<file path="src/rtl/itype_encoder.sv">
`default_nettype none
// ============================================================================
// Module   : itype_encoder
// Purpose  : Encodes decoded I-type fields into 32-bit RV64 instruction words,
//            buffers them in a DEPTH-entry FIFO and issues them downstream.
//            Optional immediate range check: define ITYPE_IMM_CHECK_EN.
// Revision : 1.0  initial release
// ============================================================================
module itype_encoder #(
  parameter int DEPTH = 4,
  parameter int CNT_W = 16
) (
  input  logic             clk,
  input  logic             rst,
  input  logic             in_valid,
  output logic             in_ready,
  input  logic [3:0]       in_op,
  input  logic [4:0]       in_rd,
  input  logic [4:0]       in_rs1,
  input  logic [15:0]      in_imm,
  output logic             out_valid,
  input  logic             out_ready,
  output logic [31:0]      out_instr,
  output logic             err,
  output logic [CNT_W-1:0] issued_cnt,
  output logic [CNT_W-1:0] err_cnt
);

  localparam int AW = (DEPTH > 1) ? $clog2(DEPTH) : 1;
  localparam logic [AW:0] c_full    = (AW+1)'(DEPTH);
  localparam logic [6:0]  c_op_imm  = 7'b0010011;
  localparam logic [6:0]  c_op_load = 7'b0000011;

  logic [31:0]      r_mem [DEPTH];
  logic [AW-1:0]    r_wr_ptr;
  logic [AW-1:0]    r_rd_ptr;
  logic [AW:0]      r_count;
  logic             r_err;
  logic [CNT_W-1:0] r_issued_cnt;
  logic [CNT_W-1:0] r_err_cnt;

  logic             w_legal_op;
  logic             w_is_shift;
  logic             w_imm_ok;
  logic [2:0]       w_funct3;
  logic [6:0]       w_opcode;
  logic [11:0]      w_imm12;
  logic [31:0]      w_word;
  logic             w_accept;
  logic             w_push;
  logic             w_pop;
  logic             w_drop;

  always_comb begin
    w_legal_op = 1'b1;
    w_is_shift = 1'b0;
    w_funct3   = 3'b000;
    w_opcode   = c_op_imm;
    w_imm12    = in_imm[11:0];
    case (in_op)
      4'd0:  w_funct3 = 3'b000;
      4'd1:  w_funct3 = 3'b010;
      4'd2:  w_funct3 = 3'b011;
      4'd3:  w_funct3 = 3'b100;
      4'd4:  w_funct3 = 3'b110;
      4'd5:  w_funct3 = 3'b111;
      4'd6: begin
        w_is_shift = 1'b1;
        w_funct3   = 3'b001;
        w_imm12    = {6'b000000, in_imm[5:0]};
      end
      4'd7: begin
        w_is_shift = 1'b1;
        w_funct3   = 3'b101;
        w_imm12    = {6'b000000, in_imm[5:0]};
      end
      4'd8: begin
        // SRAI distinguishes itself from SRLI only through imm[10]
        w_is_shift = 1'b1;
        w_funct3   = 3'b101;
        w_imm12    = {6'b010000, in_imm[5:0]};
      end
      4'd9: begin
        w_opcode = c_op_load;
        w_funct3 = 3'b011;
      end
      4'd10: begin
        w_opcode = c_op_load;
        w_funct3 = 3'b010;
      end
      default: w_legal_op = 1'b0;
    endcase
  end

`ifdef ITYPE_IMM_CHECK_EN
  // Shift amounts must be 0..63; others must sign-extend cleanly from bit 11
  assign w_imm_ok = w_is_shift ? (in_imm[15:6] == 10'd0)
                               : ((&in_imm[15:11]) | ~(|in_imm[15:11]));
`else
  logic w_unused_imm;
  assign w_unused_imm = &{1'b0, in_imm[15:12], w_is_shift};
  assign w_imm_ok     = 1'b1;
`endif

  assign w_word    = {w_imm12, in_rs1, w_funct3, in_rd, w_opcode};
  assign in_ready  = (r_count != c_full);
  assign out_valid = (r_count != '0);
  assign w_accept  = in_valid && in_ready;
  assign w_push    = w_accept && w_legal_op && w_imm_ok;
  assign w_drop    = w_accept && !(w_legal_op && w_imm_ok);
  assign w_pop     = out_valid && out_ready;

  assign out_instr  = out_valid ? r_mem[r_rd_ptr] : 32'd0;
  assign err        = r_err;
  assign issued_cnt = r_issued_cnt;
  assign err_cnt    = r_err_cnt;

  // Storage is not reset; out_instr is masked whenever the FIFO is empty
  always_ff @(posedge clk) begin
    if (w_push) r_mem[r_wr_ptr] <= w_word;
  end

  always_ff @(posedge clk) begin
    if (!rst) begin
      r_wr_ptr     <= '0;
      r_rd_ptr     <= '0;
      r_count      <= '0;
      r_err        <= 1'b0;
      r_issued_cnt <= '0;
      r_err_cnt    <= '0;
    end else begin
      if (w_push) r_wr_ptr <= r_wr_ptr + AW'(1);
      if (w_pop)  r_rd_ptr <= r_rd_ptr + AW'(1);
      case ({w_push, w_pop})
        2'b10:   r_count <= r_count + (AW+1)'(1);
        2'b01:   r_count <= r_count - (AW+1)'(1);
        default: r_count <= r_count;
      endcase
      r_err <= w_drop;
      if (w_drop) r_err_cnt    <= r_err_cnt + CNT_W'(1);
      if (w_pop)  r_issued_cnt <= r_issued_cnt + CNT_W'(1);
    end
  end

endmodule
`default_nettype wire
</file>
<file path="config.mk">
export PLATFORM = sky130hd
export DESIGN_NAME = itype_encoder
export DESIGN_NICKNAME = d
export VERILOG_FILES = /design/src/rtl/itype_encoder.sv
export SDC_FILE = /design/constraint.sdc
export NUM_CORES = 1
export LEC_CHECK = 0
export BUFFER_PORTS_ARGS = -buffer_cell sky130_fd_sc_hd__buf_4
export CORE_MARGIN = 2
export CORE_UTILIZATION = 55
export CTS_BUF_LIST = sky130_fd_sc_hd__clkbuf_8
export DETAILED_ROUTE_END_ITERATION = 7
export PLACE_DENSITY = 0.77
export SYNTH_ARGS = -nofsm -noshare
export SYNTH_HDL_FRONTEND = slang
export SYNTH_SLANG_ARGS = --single-unit
export TNS_END_PERCENT = 100
</file>
<file path="constraint.sdc">
create_clock -name clk -period 3.5 [get_ports clk]
set_input_delay 0.35 -clock clk [delete_from_list [all_inputs] [get_ports clk]]
set_output_delay 0.35 -clock clk [all_outputs]
set_load 0.02 [all_outputs]
</file>
==> key figures, run 1 <==
Cells and area
  • Commonest non-fill, non-tap cells in the layout: edfxtp_1, buf_4, dfxtp_1
  • Ant diodes: 0
  • Share of post-route cells with drive strength above 1: 30.8%
  • Most common cell after layout, fill and taps aside: edfxtp_1
  • Area grow syn2layout: 19.9%
  • Nets: 559

Placement
  • Final RePlAce weighted congestion: roughly 0.76
  • Pre-CTS WS: between 0.8 and 0.9 ns
  • # port buffers: 92
  • HPWL after DPL: around 7.7 mm

Clock network
  • Post-CTS sizing: 0
  • CTS H-tree lvls: 4
  • Clock root cell: clkbuf_8
  • Clock Path Buffers: 2
  • Clock sinks: ~150
  • CTS clk-pin slew, worst paths: approximately 0.080 ns
  • Setup bufs post-CTS: 0
  • Hold buffer count at cts: 0
  • Clk_lat worst skew: 0.43 ns
  • TritonCTS Buffers: 17
  • TritonCTS clock tree: built

Timing
  • Slew headroom: a little under a fifth
  • Endpoints failing setup: 0
  • Clk_skew: 0.00801 ns
  • Tcrit/Tclk final: 75.5%
  • Final min period: approximately 2.6 ns
  • Max frequency: 0.378 GHz
  • Final-report max-slew violation count: 0
  • Setup TNS: 0 ns
  • Final WS setup: about 0.86 ns
  • Worst-margin pin slew: 1.23 ns
  • RSZ-0062 raised after global routing: no
  • Hold Fails Final Rpt: 0

Critical path
  • Required @ worst endpoint: approximately 3.9 ns
  • CP Capture Type: flop
  • CP startpoint kind: flop
  • Crit path DAT: roughly 3 ns
  • Worst reg2reg setup slack: 0.86 ns
  • Max FO, Critical Path: 27
  • WS Path Type: flop to flop

Floorplan
  • Die area: about 12,000 µm²
  • Die width: approximately 110 µm
  • Die Y: around 110 µm
  • # IOs: between 100 and 150
  • Row count: 38
  • Core area: 10,900 µm²
  • Initial Utilization: a little under three fifths

Pwr
  • LEAKAGE: 2.64 nW
  • Power per cell area: around 660 nW/µm²
  • Max VDD drop: around 0.37 mV
  • Overall power: 4.85 mW

GRT
  • Vias in the first global route: ~3,600
  • First-pass GRT wire length: approximately 18 mm
  • Initial antenna violation count: 0
  • Global Route Usage Sum: between 20% and 30%
  • Largest net degree at the start of global routing: 40
  • GR Overflow Total: 0

Run status
  • Status: finished clean

Detailed routing
  • DR DRC count: 0
  • TritonRoute pass-1 iters: 4
  • Initial drt markers: approximately 230
  • Post-route ant nets: 0
  • Routed WL per cell: around 18 µm
  • Avg Vias per Cell: about 5.7
  • Routed WL: roughly 12 mm
  • Via count: ~3,800

Min path
  • Hold WC Path Type: input pin to flop

Yosys
  • Flops & latches, synth: ~150
  • Top_reg_cell synth: edfxtp_1
  • Cells after synthesis: ~420
  • Cell area after synthesis: ~6100 µm²
  • Post-synth top area cell: edfxtp_1
  • Syn. warnings: 0
  • Mean Syn Cell Area: approximately 14 µm²
  • Top cells by area, synth: edfxtp_1, dfxtp_1, mux4_2
  • Async SR Flop Fraction: 0%
  • Netlist cell types: 43
  • Sequential share of the synthesized area: between 60% and 70%
  • EDFF count, synth: around 100
  • Top cell type's share of synthesized area: 50.9%

Job
  • Max_cap viols: 0
## power breakdown
| part | leakage (nW) | internal (mW) | switching (mW) |
|---|---|---|---|
| combinational | 1.13 | 0.618 | 0.730 |
| clock | 0.224 | 0.844 | 0.607 |
| sequential | 1.29 | 1.98 | 0.0739 |
## through the flow
step                hold slack, ns  std cells  utilization [%]  instance area (µm²)
finish                       0.116        670             67.6                 7360
global route                0.0844        670             67.6                 7360
CTS                         0.0884        670             67.6                 7360
detailed placement           0.476        638             63.5                 6910
global placement             0.466        638             63.5                 6910
floorplan                    0.449        427                -                 6150
## critical path, stage by stage (launching register included)
cell and delay (ns):
dfxtp_1 0.40, or3b_4 0.43, nand2_4 0.23, a21oi_1 0.15, inv_2 0.12, ha_1 0.19
inv_1 0.07, fa_1 0.38, xor2_1 0.16, or3_1 0.30, a21oi_1 0.14
## cells in the mapped netlist, types with 2 or more instances
cell type	number
nor2b_1	2
or3_1	9
a21oi_1	24
mux4_2	26
and4_1	6
inv_1	12
mux2i_1	4
nor2_1	22
clkbuf_1	12
or4_1	12
and2_1	37
nand2_1	11
nand3_1	9
xnor2_1	3
buf_2	5
edfxtp_1	104
o21ai_0	9
o31ai_1	13
nand4_1	7
buf_4	7
dfxtp_1	42
nand2b_1	2
o31a_1	3
nor3_1	2
o22ai_1	2
xor2_1	12
and3_1	3
buf_6	3
ha_1	7
## final cells by class
class / instances / area (µm²)
Clock buffer: 17 / 234
Clock inverter: 15 / 218
Fill cell: 761 / 3530
Inverter: 13 / 48.8
Multi-Input combinational cell: 240 / 1980
Sequential cell: 146 / 3970
Tap cell: 140 / 175
Timing Repair Buffer: 99 / 743
## per-layer routing
layer	GRT usage, %	share of wire (%)	vias up
met3	5.99	6.3	9
met4	7.59	0.93	0
li1	-	-	1788
met2	33.8	51	130
met5	0	0	-
met1	25.9	42	1864
## worst paths after layout
check / start / cells past startpoint / endpoint
hold reg to reg: issued_cnt[15] / 2 / issued_cnt[15]
hold / removal: in_imm[0] / 1 / r_mem[3][18]
setup / recovery: r_count[2] / 10 / r_count[2]
setup reg to reg: r_count[2] / 10 / r_count[2]
## flip-flops by register name, indices dropped and copies added, names as in the netlist, named ones only
register and count:
r_mem 104, err 1, r_count 3, issued_cnt 16
r_wr_ptr 2, err_cnt 16, r_rd_ptr 2
## cells by family (layout without fill, tap and decap cells)
logic type      Yosys count  count (layout)  share of synthesized area (%)
mux                      30              30                           10.2
flops                   146             146                           64.6
fa+ha+maj                 8               8                           1.75
buf+inv                  41             144                           3.40
simple gates            128             128                           12.3
other cells               1               4                         0.0611
xor+xnor                 15              15                           2.14
compound gates           55              55                           5.58
Note: power is estimated with default switching activity, not from simulation.
==> run 2: changes to the inputs <==
--- a/config.mk
+++ b/config.mk
@@ -7,10 +7,10 @@
 export LEC_CHECK = 0
 export BUFFER_PORTS_ARGS = -buffer_cell sky130_fd_sc_hd__buf_4
 export CORE_MARGIN = 2
-export CORE_UTILIZATION = 55
+export CORE_UTILIZATION = 53
 export CTS_BUF_LIST = sky130_fd_sc_hd__clkbuf_8
 export DETAILED_ROUTE_END_ITERATION = 7
-export PLACE_DENSITY = 0.77
+export PLACE_DENSITY = 0.78
 export SYNTH_ARGS = -nofsm -noshare
 export SYNTH_HDL_FRONTEND = slang
 export SYNTH_SLANG_ARGS = --single-unit
==> constraint.sdc (replaced) <==
create_clock -name clk -period 2.2 [get_ports clk]
set_input_delay 0.22 -clock clk [delete_from_list [all_inputs] [get_ports clk]]
set_output_delay 0.22 -clock clk [all_outputs]
set_load 0.02 [all_outputs]
==> run 2 against run 1 <==
Net effect: combinational power up 88%; design area up 5.4%; worst setup slack worse by 0.77 ns; critical endpoint unchanged.
==> key figures, run 2 (synthesis gave the netlist of run 1 again) <==
Cells and area
  • Fin util: roughly two thirds
  • Biggest register: r_mem
  • Multi-input gate area: between 2000 and 2500 µm²
  • Most common cell after layout, fill and taps aside: edfxtp_1
  • Share of post-route cells with drive strength above 1: between 30% and 40%
  • Max reg flops: around 100
  • Fill count: 776
  • Nets: a little under 600
  • Storage cell area: 3970 µm²
  • Commonest non-fill, non-tap cells in the layout: edfxtp_1, buf_4, dfxtp_1
  • Area grow syn2layout: 26.4%
  • Non-Filler Instances: 705
  • Ant diodes: 0

GRT
  • Vias in the first global route: 3,778
  • Largest net degree at the start of global routing: 30
  • First-pass GRT wire length: around 18 mm
  • GR Overflow Total: 0
  • Global Route Usage Sum: 18.9%
  • Initial antenna violation count: 0

Placement
  • Final RePlAce weighted congestion: between 0.7 and 0.8
  • Inst Count DP: 649
  • Pre-CTS WS: ~0.065 ns
  • # port buffers: 92
  • HPWL after DPL: just over 7 mm

Min path
  • Worst Hold End: r_mem[3][27]
  • Min-Delay Path Depth: 2
  • Hold WC Path Type: input pin to flop
  • Min-Delay Startpoint: in_imm[9]

Floorplan
  • Initial Utilization: between 50% and 60%
  • Core area: about 11,000 µm²
  • Row count: 39
  • Die Y: between 100 and 150 µm
  • Die width: around 110 µm
  • # IOs: between 100 and 150
  • Die area: ~12,000 µm²

Clock network
  • TritonCTS Buffers: 17
  • CTS clk-pin slew, worst paths: about 0.08 ns
  • TritonCTS clock tree: built
  • CTS H-tree lvls: 4
  • Clock sinks: approximately 150
  • Clk_lat worst skew: about 0.43 ns
  • Clock Path Buffers: 2
  • Clock root cell: clkbuf_8

Timing
  • Clk_skew: 0.0112 ns
  • Hold Fails Final Rpt: 0
  • Worst-margin pin slew: around 0.65 ns
  • Final-report max-slew violation count: 0
  • Max frequency: 0.473 GHz
  • Slew headroom: a little under three fifths
  • Final WS setup: 0.0873 ns
  • Endpoints failing setup: 0
  • Tcrit/Tclk final: between 90% and 100%
  • Final min period: around 2.1 ns

Pwr
  • Max VDD drop: roughly 0.7 mV
  • Power per cell area: roughly 1000 nW/µm²
  • Overall power: between 7 and 8 mW
  • LEAKAGE: 2.81 nW

Detailed routing
  • Routed WL per cell: 16.4 µm
  • Initial drt markers: between 150 and 200
  • DR DRC count: 0
  • Routed WL: ~12 mm
  • Post-route ant nets: 0
  • TritonRoute pass-1 iters: 4
  • Via count: approximately 3,800
  • Avg Vias per Cell: 5.45

Critical path
  • WS Path Type: flop to flop
  • Worst reg2reg setup slack: 0.09 ns
  • Critical path origin: r_count[1]
  • Required @ worst endpoint: around 2.6 ns
  • CP startpoint kind: flop
  • R2R depth: 10
  • CP Capture Type: flop
  • R2r startpoint: r_count[1]
  • Max FO, Critical Path: 3
  • Worst reg2reg path endpoint: r_count[2]
  • Crit path DAT: about 2.5 ns

Run status
  • Status: finished clean

Job
  • Max_cap viols: 0
run 2: power breakdown:
group / leakage (nW) / internal, mW / switching, mW
Clock: 0.202 / 1.13 / 1.03
Combinational: 1.32 / 1.28 / 1.26
Sequential: 1.29 / 3.15 / 0.0903
Total: 2.81 / 5.56 / 2.37
run 2: through the flow:
step                      hold slack [ns]   TNS, ns  cell area, µm²
after floorplan                     0.319   -0.0620            6170
after global placement              0.421         0            7060
after detailed placement            0.425         0            7060
after CTS                           0.119  -0.00319            7690
after global routing                0.129  -0.00451            7760
final                               0.156         0            7760
run 2: timing repair:
item	4_1_cts	5_1_grt
hold buffers	17	0
gates resized for setup	15	1
buffers inserted	0	6
endpoints found under the setup margin	21	22
gates cloned	0	1
endpoints found under the hold margin	65	0
run 2: critical path, cell delays in order, from the launching register on:
cell and delay (ns):
dfxtp_2 0.33, or3b_4 0.42, nand2_4 0.08, a21oi_2 0.04, inv_2 0.08, ha_4 0.14
inv_1 0.05, fa_2 0.33, xor2_1 0.16, or3_1 0.33, a21oi_2 0.11
run 2: layout make-up:
class | count | area share (%)
Sequential cell | 146 | 51.1
Multi-Input combinational cell | 240 | 26.0
Timing Repair Buffer | 131 | 14.6
Clock buffer | 17 | 3.01
Clock inverter | 15 | 2.30
Tap cell | 143 | 2.30
Inverter | 13 | 0.629
run 2: worst max path at each step:
stage | end | slack (ns) | cells past startpoint
after global placement | r_count[2] | 0.13 | 10
final | r_count[2] | 0.09 | 10
after floorplan | r_count[2] | -0.06 | 11
after detailed placement | r_count[2] | 0.06 | 10
after CTS | out_instr[12] | -0.003 | 4
after global routing | r_count[2] | -0.005 | 10
run 2: metal layers:
layer | part of all wire (%) | track usage [%] | routed length (µm) | vias to the layer above
met4 | 0.64 | 5.10 | 74 | 0
met3 | 5.7 | 6.48 | 659 | 7
li1 | - | - | - | 1854
met2 | 50 | 32.2 | 5740 | 101
met5 | 0 | 0 | 0 | -
met1 | 44 | 23.2 | 5080 | 1878
